$ cat src/rtl/clock_sequencer_if.sv
// Button/flag inputs and counter strobe outputs of the clock digit-chain sequencer.
// master drives buttons and max flags; slave is the sequencer.
interface clock_sequencer_if;
    logic       ena;
    logic       btn_mode;
    logic       btn_inc;
    logic       max_sec_u;
    logic       max_sec_t;
    logic       max_min_u;
    logic       max_min_t;
    logic       en_sec_u;
    logic       en_sec_t;
    logic       en_min_u;
    logic       en_min_t;
    logic       en_hr;
    logic       clr_sec;
    logic [1:0] mode;

    modport master (
        output ena, btn_mode, btn_inc, max_sec_u, max_sec_t, max_min_u, max_min_t,
        input  en_sec_u, en_sec_t, en_min_u, en_min_t, en_hr, clr_sec, mode
    );

    modport slave (
        input  ena, btn_mode, btn_inc, max_sec_u, max_sec_t, max_min_u, max_min_t,
        output en_sec_u, en_sec_t, en_min_u, en_min_t, en_hr, clr_sec, mode
    );
endinterface

$ cat src/rtl/clock_sequencer.sv
// Clock digit-chain sequencer: 1 s prescaler, carry-rippled counter strobes, RUN/SET_MIN/SET_HR modes.
// Strobes are registered, one cycle after the tick or button edge; no backpressure, ena=0 freezes all.
module clock_sequencer #(
    parameter int CLK_DIV = 1000,
    parameter int DIV_W   = 10
) (
    input  logic               clk,
    input  logic               res,
    clock_sequencer_if.slave   bus
);

    typedef enum logic [1:0] {
        RUN     = 2'd0,
        SET_MIN = 2'd1,
        SET_HR  = 2'd2
    } mode_e;

    localparam logic [DIV_W-1:0] PRESC_MAX = DIV_W'(CLK_DIV - 1);

    mode_e            mode_q, mode_d;
    logic [DIV_W-1:0] presc_q, presc_d;
    logic             btn_mode_q, btn_mode_d;
    logic             btn_inc_q, btn_inc_d;
    logic             en_sec_u_q, en_sec_u_d;
    logic             en_sec_t_q, en_sec_t_d;
    logic             en_min_u_q, en_min_u_d;
    logic             en_min_t_q, en_min_t_d;
    logic             en_hr_q, en_hr_d;
    logic             clr_sec_q, clr_sec_d;
    logic             tick;
    logic             mode_rise;
    logic             inc_rise;

    always_comb begin
        // Button history follows the pins regardless of ena so a press made
        // while frozen is not mistaken for a fresh edge later.
        btn_mode_d = bus.btn_mode;
        btn_inc_d  = bus.btn_inc;
        mode_rise  = bus.btn_mode & ~btn_mode_q;
        inc_rise   = bus.btn_inc & ~btn_inc_q;
        tick       = (presc_q == PRESC_MAX);

        mode_d     = mode_q;
        presc_d    = presc_q;
        en_sec_u_d = 1'b0;
        en_sec_t_d = 1'b0;
        en_min_u_d = 1'b0;
        en_min_t_d = 1'b0;
        en_hr_d    = 1'b0;
        clr_sec_d  = 1'b0;

        if (bus.ena) begin
            case (mode_q)
                RUN: begin
                    presc_d    = tick ? '0 : presc_q + 1'b1;
                    en_sec_u_d = tick;
                    en_sec_t_d = tick & bus.max_sec_u;
                    en_min_u_d = en_sec_t_d & bus.max_sec_t;
                    en_min_t_d = en_min_u_d & bus.max_min_u;
                    en_hr_d    = en_min_t_d & bus.max_min_t;
                    // A coincident tick still goes out; the counters let clr win.
                    if (mode_rise) begin
                        mode_d    = SET_MIN;
                        clr_sec_d = 1'b1;
                        presc_d   = '0;
                    end
                end
                SET_MIN: begin
                    presc_d = '0;
                    if (mode_rise) begin
                        mode_d = SET_HR;
                    end else if (inc_rise) begin
                        en_min_u_d = 1'b1;
                        en_min_t_d = bus.max_min_u;
                    end
                end
                SET_HR: begin
                    presc_d = '0;
                    if (mode_rise) begin
                        mode_d = RUN;
                    end else if (inc_rise) begin
                        en_hr_d = 1'b1;
                    end
                end
                default: begin
                    mode_d  = RUN;
                    presc_d = '0;
                end
            endcase
        end
    end

    always_ff @(posedge clk or negedge res) begin
        if (!res) begin
            mode_q     <= RUN;
            presc_q    <= '0;
            btn_mode_q <= 1'b0;
            btn_inc_q  <= 1'b0;
            en_sec_u_q <= 1'b0;
            en_sec_t_q <= 1'b0;
            en_min_u_q <= 1'b0;
            en_min_t_q <= 1'b0;
            en_hr_q    <= 1'b0;
            clr_sec_q  <= 1'b0;
        end else begin
            mode_q     <= mode_d;
            presc_q    <= presc_d;
            btn_mode_q <= btn_mode_d;
            btn_inc_q  <= btn_inc_d;
            en_sec_u_q <= en_sec_u_d;
            en_sec_t_q <= en_sec_t_d;
            en_min_u_q <= en_min_u_d;
            en_min_t_q <= en_min_t_d;
            en_hr_q    <= en_hr_d;
            clr_sec_q  <= clr_sec_d;
        end
    end

    assign bus.en_sec_u = en_sec_u_q;
    assign bus.en_sec_t = en_sec_t_q;
    assign bus.en_min_u = en_min_u_q;
    assign bus.en_min_t = en_min_t_q;
    assign bus.en_hr    = en_hr_q;
    assign bus.clr_sec  = clr_sec_q;
    assign bus.mode     = mode_q;

endmodule

$ cat src/flat_wrapper.sv
// flat-port wrapper written by rule: the top's interface ports become plain ports
module clock_sequencer_flat 
#(
    parameter int CLK_DIV = 1000,
    parameter int DIV_W   = 10
)
  (clk, res, bus_ena, bus_btn_mode, bus_btn_inc, bus_max_sec_u, bus_max_sec_t, bus_max_min_u, bus_max_min_t, bus_en_sec_u, bus_en_sec_t, bus_en_min_u, bus_en_min_t, bus_en_hr, bus_clr_sec, bus_mode);
  clock_sequencer_if bus_i ();
  input  logic clk;
  input  logic res;
  input wire logic [$bits(bus_i.ena)-1:0] bus_ena;
  input wire logic [$bits(bus_i.btn_mode)-1:0] bus_btn_mode;
  input wire logic [$bits(bus_i.btn_inc)-1:0] bus_btn_inc;
  input wire logic [$bits(bus_i.max_sec_u)-1:0] bus_max_sec_u;
  input wire logic [$bits(bus_i.max_sec_t)-1:0] bus_max_sec_t;
  input wire logic [$bits(bus_i.max_min_u)-1:0] bus_max_min_u;
  input wire logic [$bits(bus_i.max_min_t)-1:0] bus_max_min_t;
  output wire logic [$bits(bus_i.en_sec_u)-1:0] bus_en_sec_u;
  output wire logic [$bits(bus_i.en_sec_t)-1:0] bus_en_sec_t;
  output wire logic [$bits(bus_i.en_min_u)-1:0] bus_en_min_u;
  output wire logic [$bits(bus_i.en_min_t)-1:0] bus_en_min_t;
  output wire logic [$bits(bus_i.en_hr)-1:0] bus_en_hr;
  output wire logic [$bits(bus_i.clr_sec)-1:0] bus_clr_sec;
  output wire logic [$bits(bus_i.mode)-1:0] bus_mode;
  assign bus_i.ena = bus_ena;
  assign bus_i.btn_mode = bus_btn_mode;
  assign bus_i.btn_inc = bus_btn_inc;
  assign bus_i.max_sec_u = bus_max_sec_u;
  assign bus_i.max_sec_t = bus_max_sec_t;
  assign bus_i.max_min_u = bus_max_min_u;
  assign bus_i.max_min_t = bus_max_min_t;
  assign bus_en_sec_u = bus_i.en_sec_u;
  assign bus_en_sec_t = bus_i.en_sec_t;
  assign bus_en_min_u = bus_i.en_min_u;
  assign bus_en_min_t = bus_i.en_min_t;
  assign bus_en_hr = bus_i.en_hr;
  assign bus_clr_sec = bus_i.clr_sec;
  assign bus_mode = bus_i.mode;
  clock_sequencer #(.CLK_DIV(CLK_DIV), .DIV_W(DIV_W)) u_core (.clk(clk), .res(res), .bus(bus_i));
endmodule
$ cat config.mk
export PLATFORM = sky130hd
export DESIGN_NAME = clock_sequencer_flat
export DESIGN_NICKNAME = d
export VERILOG_FILES = /design/src/rtl/clock_sequencer_if.sv /design/src/rtl/clock_sequencer.sv /design/src/flat_wrapper.sv
export SDC_FILE = /design/constraint.sdc
export NUM_CORES = 1
export LEC_CHECK = 0
export ABC_AREA = 0
export ABC_CLOCK_PERIOD_IN_PS = 4400
export BUFFER_PORTS_ARGS = -buffer_cell sky130_fd_sc_hd__buf_2
export CORE_MARGIN = 1
export CORE_UTILIZATION = 50
export CTS_CLUSTER_DIAMETER = 100
export DETAILED_ROUTE_END_ITERATION = 8
export HOLD_SLACK_MARGIN = 0.12
export PLACE_DENSITY = 0.72
export SETUP_SLACK_MARGIN = 0.02
export SLEW_MARGIN = 20
export SYNTH_ARGS = -nofsm -noshare
export SYNTH_HDL_FRONTEND = slang
export SYNTH_SLANG_ARGS = --single-unit
$ cat constraint.sdc
create_clock -name clk -period 4.4 [get_ports clk]
set_input_delay 0.44 -clock clk [delete_from_list [all_inputs] [get_ports clk]]
set_output_delay 0.44 -clock clk [all_outputs]
set_load 0.01 [all_outputs]
After elaboration in Yosys (flattened, before gate mapping)
Cells that the tools add are included.
Operators by class
  bitwise operators: 8
  add/subtract/negate cells: 1
  reduce and logical (&&, ||, !) cells: 2
  muxes and demuxes: 24
  eq/ne operators: 6
Operators with widths (number)
  $mux W10: 3
  $mux W1: 14
  $add A10 B1 Y10 const B: 1
  $eq A10 B10 Y1 const B: 1
  $and A1 B1 Y1: 6
  $mux W2: 3
  $ne A2 B1 Y1 const B: 3
  $pmux W1 S2: 3
  $pmux W2 S3: 1
  $reduce_and A4 Y1: 1
  $eq A2 B1 Y1 const B: 1
  $eq A2 B2 Y1 const B: 1
  $logic_not A2 Y1: 1
  $not A1 Y1: 2
Storage, ports and cells
  logic and storage cells: 51
  output and inout port bits: 8
  register bits: 20
  input port bits: 9

Logic depth before layout (Yosys ltp)
  depth after elaboration: 7
  mapped depth: 4

Least setup slack after synthesis
No wires, ideal clock.
  path kind: register to register
  start: register u_core.mode_q[1] (netlist: u_core.bus.mode[1])
  end: register u_core.en_min_t_q (netlist: u_core.bus.en_min_t)
  library setup time: 0.087 ns
  cell stages (with the launch flop): 4
  path buffers: 0
  arrival time: 1.363 ns
  path slack: 2.950 ns
  clock period less this slack: 1.450 ns
  cells stage by stage: dfrtp_1 -> nand4bb_1 -> or4_4 -> a211oi_2
Between the ends
  longest elaborated chain between the ends: 3
RTL lines
  from (decl): RTL line clock_sequencer.sv:20  | mode_e mode_q, mode_d;
  from (signal assigned): RTL line clock_sequencer.sv:106  | mode_q <= mode_d;
  $eq A2 B1 Y1 / $logic_not A2 Y1 (equally long branches): RTL line clock_sequencer.sv:53  | case (mode_q)
  $pmux W1 S2 (*): RTL line clock_sequencer.sv:53
  $mux W1 (*): RTL line clock_sequencer.sv:52  | if (bus.ena) begin
  via u_core.en_min_t_d: RTL line clock_sequencer.sv:27  | logic en_min_t_q, en_min_t_d;
  to (signal assigned): RTL line clock_sequencer.sv:113  | en_min_t_q <= en_min_t_d;
  to (decl): RTL line clock_sequencer.sv:27
The timed path passes the listed nets; every way through them passes the cells marked *.
A chain may end at the register's enable or synchronous reset.

Worst setup path in the final report
  start: register u_core.presc_q[0]
  end: register u_core.presc_q[4]
Between the ends
  longest elaborated chain between the ends: 4
RTL lines
  from (decl): RTL line clock_sequencer.sv:21  | logic [DIV_W-1:0] presc_q, presc_d;
  from (signal assigned): RTL line clock_sequencer.sv:107  | presc_q <= presc_d;
  $add A10 B1 Y10 / $eq A10 B10 Y1 (equally long branches): RTL line clock_sequencer.sv:55, clock_sequencer.sv:41
  $mux W10 (*): RTL line clock_sequencer.sv:55  | presc_d = tick ? '0 : presc_q + 1'b1;
  $mux W10 (*): RTL line clock_sequencer.sv:62  | if (mode_rise) begin
  $mux W10 (*): RTL line clock_sequencer.sv:53
Mark *: on every way between the ends. The rest lies on a longest branch, timed or not.

==> impl.org <==
** Layout
- Net count reported at finish :: 121
- Fraction of final layout cells sized beyond drive strength 1 :: 24.8%
- Post-route cell area :: 0.00113 mm²
- The number of antenna diodes in the final layout is 0.
- Area growth from synthesis to layout :: 13.6%

** Timing
- In the final timing run, aggregate negative setup slack is 0 ns.
- Setup violations remaining at the end of the flow were counted as 0.
- In the finished design, the share of the clock period the worst path needs comes to 38.8%.
- Hold Fails Final Rpt :: 0
- The final number of max-transition violations came to 0.
- Slew at the pin closest to its max-slew limit :: between 0.7 and 0.8 ns
- Final worst path period need :: 1.71 ns
- The worst pin sits at a relative slew slack of 48.7%.
- For this run, the top clock speed supported by timing is 0.585 GHz.
- Unrepaired setup endpoints after global routing :: no
- For the final database, setup skew stands at roughly 0.00079 ns.

** Pwr
- Cell-internal power :: 0.283 mW
- Design Power :: 0.426 mW
- Switching Fraction :: between 30% and 40%
- The clock network is responsible for 19.5% of the overall power.
- The analysis attributes to net switching a power of ~0.14 mW.
- Register share of total power :: 56.4%
- For this design the ratio of total power to cell area is ~380 mW/mm².
- Leakage power :: 0.486 nW
- Combinational logic burns 24.0% of the power.
- Max IR drop VDD :: roughly 0.36 mV

** Worst hold path
- Counting instances, the worst hold path has a depth of 1.
- The min-delay analysis places its worst path in the category in -> reg.
- The path with the worst hold slack has its endpoint at u_core.btn_inc_q.
- The worst hold path begins at bus_btn_inc.

** Clock network
- Maximum level of the CTS H-tree :: 1
- Clock root buffer master :: sky130_fd_sc_hd__clkbuf_4
- Clock latency on the worst-skew pair, taken at its later pin, is 0.29 ns.
- Clock tree synthesis inserted a total of 3 buffers.
- Clock slew seen by the registers of the worst setup and hold paths :: 0.10 ns
- Clock tree from TritonCTS :: built
- The clock drives 20 sinks.
- # resized after CTS :: 0
- Number of buffers added for setup after CTS :: 0
- CTS max path bufs :: 2
- Buffers inserted to repair hold after CTS numbered 1.

** Yosys
- Dividing the synthesized area by the synthesized cell count gives 10.9 µm².
- Post-synth top cells :: 20 x sky130_fd_sc_hd__dfrtp_1, 5 x sky130_fd_sc_hd__nor3_1
- Primary FF master, synth :: sky130_fd_sc_hd__dfrtp_1
- Mapped Cells :: 91
- Sequential cells were found to cover 50.4% of the synthesized design area.
- Counting flops with a built-in enable in the synthesized netlist gives 0.
- Post-synthesis instance area :: 992 µm²
- Cell with the most instances after synthesis :: sky130_fd_sc_hd__dfrtp_1
- Cell variety after synth :: 32
- The number of nets in the synthesized netlist is just over 100.
- Synth Register Bits :: 20
- Area share of the largest cell type after synthesis :: 50.4%
- For this run, asynchronously set or reset flops after synthesis account for 100%.
- Top post-synthesis cells by area :: sky130_fd_sc_hd__dfrtp_1 50%, sky130_fd_sc_hd__a211oi_1 3.0%, sky130_fd_sc_hd__nand4b_1 2.6%
- Post-synth top area cell :: sky130_fd_sc_hd__dfrtp_1
- Synth Warn # :: 0

** Worst setup path
- Slack of the worst reg-to-reg path :: approximately 2.7 ns
- Origin of the worst setup path :: u_core.presc_q[0]
- Worst EP arrival :: 1.86 ns
- Capturing point of the worst reg2reg path :: u_core.presc_q[4]
- STA classifies the critical path startpoint as a register.
- Type of the worst setup path :: reg -> reg
- Peak fanout along the critical path :: 8
- The worst setup path is captured at a register.
- Data required time at the worst endpoint :: ~4.6 ns
- R2r startpoint :: u_core.presc_q[0]
- For the worst flop-to-flop path, the logic depth is 4.

** Floorplanning
- Cell row count :: 15
- Height of the chip :: 46.5 µm
- Count of boundary I/O pins :: 17
- The die covers 0.00217 mm².
- Once the floorplan was initialized, standard cells occupied 55.1% of the core.
- From left edge to right edge, the die measures around 47 µm.
- Core Area :: roughly 0.0018 mm²

** Detailed routing
- After detailed routing, the number of vias per cell comes to 5.66.
- Drt total wl :: 1880 µm
- The first TritonRoute pass finished after 5 iterations.
- Summing over every cut layer, the via total after detailed routing is 758.
- Drt initial violations :: 25
- Average wire per standard cell :: 14.0 µm
- The count of nets left with antenna violations once routing finished came out at 0.
- In the routed design, unresolved DRC markers number 0.

** Place
- Detailed placement finished with a half-perimeter wire length of 1340 µm.
- In this run the tool buffered the top-level ports with 16 buffer cells.
- Placed inst area :: 0.00109 mm²
- Placer congestion estimate :: 0.804

** GRT
- Overall global routing resource usage :: 21.1%
- Busiest layer in global routing :: met1
- Global routing used 3.53% of the available met3 tracks.
- Antenna violations before repair :: 0
- Number of global-route vias before repair :: 652
- Grt total ovfl :: 0
- Met2 capacity usage during global routing :: 27.5%
- Entering global routing, the biggest net connects 21 pins.
- Global routing used 32.5% of the available met1 tracks.
- The first global-routing pass estimated 3130 µm of wire.

** Run
- Across the run, the number of max-cap violations was 0.

** Status
- Status :: complete, no violations
stage by stage:
| step | setup WS, ns | instances | util [%] | hold WS (ns) |
|---|---|---|---|---|
| 3_3_place_gp | 2.69 | 130 | 60.8 | 0.403 |
| 4_1_cts | 2.69 | 134 | 62.6 | 0.254 |
| 5_1_grt | 2.51 | 134 | 62.6 | 0.238 |
| 2_1_floorplan | 2.95 | 91 | - | 0.144 |
| 3_5_place_dp | 2.63 | 130 | 60.8 | 0.408 |
| 6_report | 2.69 | 134 | 62.6 | 0.258 |
kinds of logic after synthesis:
| group | synth area share, % |
|---|---|
| AND/OR/NAND/NOR | 28.4 |
| AO/OA/AOI/OAI | 14.9 |
| flip-flops | 50.4 |
| buffers and inverters | 2.39 |
| XOR/XNOR | 2.65 |
| adder cells (fa/ha/maj) | 1.26 |
routing by layer:
layer	part of all wire, %	up-vias
li1	-	387
met1	50	346
met2	45	21
met3	3.3	4
met4	2.2	0
met5	0	-
state kept, by name (all words and copies together), names as in the netlist:
name	cells
u_core.bus.en_sec_u	1
u_core.bus.mode	2
u_core.bus.en_hr	1
u_core.btn_inc_q	1
u_core.bus.en_min_u	1
u_core.bus.en_sec_t	1
u_core.bus.clr_sec	1
u_core.presc_q	10
u_core.btn_mode_q	1
u_core.bus.en_min_t	1
power by group through the flow:
stage / registers, mW / clock network [mW] / logic [mW]
after floorplan: 0.239 / 0 / 0.0666
after global placement: 0.241 / 0 / 0.101
after detailed placement: 0.242 / 0 / 0.102
after CTS: 0.239 / 0.0868 / 0.103
after global routing: 0.243 / 0.0960 / 0.115
final: 0.240 / 0.0831 / 0.102
layout make-up:
cell class              instances  area, µm²
fillers                       149        674
flip-flops and latches         20        500
multi-input cells              65        468
repair buffers                 17       90.1
well taps                      25       31.3
clock buffers                   3       22.5
inverters                       4       15.0
worst max-delay path by stage:
stage / endpoint / cells past startpoint
6_report: u_core.presc_q[4] / 4
5_1_grt: u_core.presc_q[4] / 4
4_1_cts: u_core.presc_q[4] / 4
3_5_place_dp: u_core.presc_q[4] / 4
3_3_place_gp: u_core.presc_q[4] / 4
2_1_floorplan: u_core.bus.en_min_t / 3
cell usage in the layout, fill, tap and decap left out, types with 2 or more instances in the layout:
| cell type | n |
|---|---|
| sky130_fd_sc_hd__a211oi_1 | 4 |
| sky130_fd_sc_hd__a211oi_2 | 2 |
| sky130_fd_sc_hd__a21oi_1 | 2 |
| sky130_fd_sc_hd__buf_2 | 16 |
| sky130_fd_sc_hd__clkbuf_4 | 3 |
| sky130_fd_sc_hd__dfrtp_1 | 20 |
| sky130_fd_sc_hd__inv_1 | 4 |
| sky130_fd_sc_hd__nand2_1 | 3 |
| sky130_fd_sc_hd__nand2b_1 | 4 |
| sky130_fd_sc_hd__nand3_1 | 4 |
| sky130_fd_sc_hd__nand4_1 | 3 |
| sky130_fd_sc_hd__nand4b_1 | 3 |
| sky130_fd_sc_hd__nor2_1 | 4 |
| sky130_fd_sc_hd__nor2b_1 | 3 |
| sky130_fd_sc_hd__nor3_1 | 5 |
| sky130_fd_sc_hd__o21ai_0 | 4 |
| sky130_fd_sc_hd__o2bb2ai_1 | 3 |
| sky130_fd_sc_hd__o31ai_1 | 3 |
| sky130_fd_sc_hd__or4_1 | 3 |
| sky130_fd_sc_hd__or4_4 | 2 |
| sky130_fd_sc_hd__xor2_1 | 2 |
critical path, cell delays in order, from the launching register on:
cell	delay, ns
sky130_fd_sc_hd__dfrtp_1	0.43
sky130_fd_sc_hd__ha_1	0.26
sky130_fd_sc_hd__nand3b_1	0.15
sky130_fd_sc_hd__nor4_2	0.60
sky130_fd_sc_hd__nor3_1	0.12
Note: power is estimated with default switching activity, not from simulation.
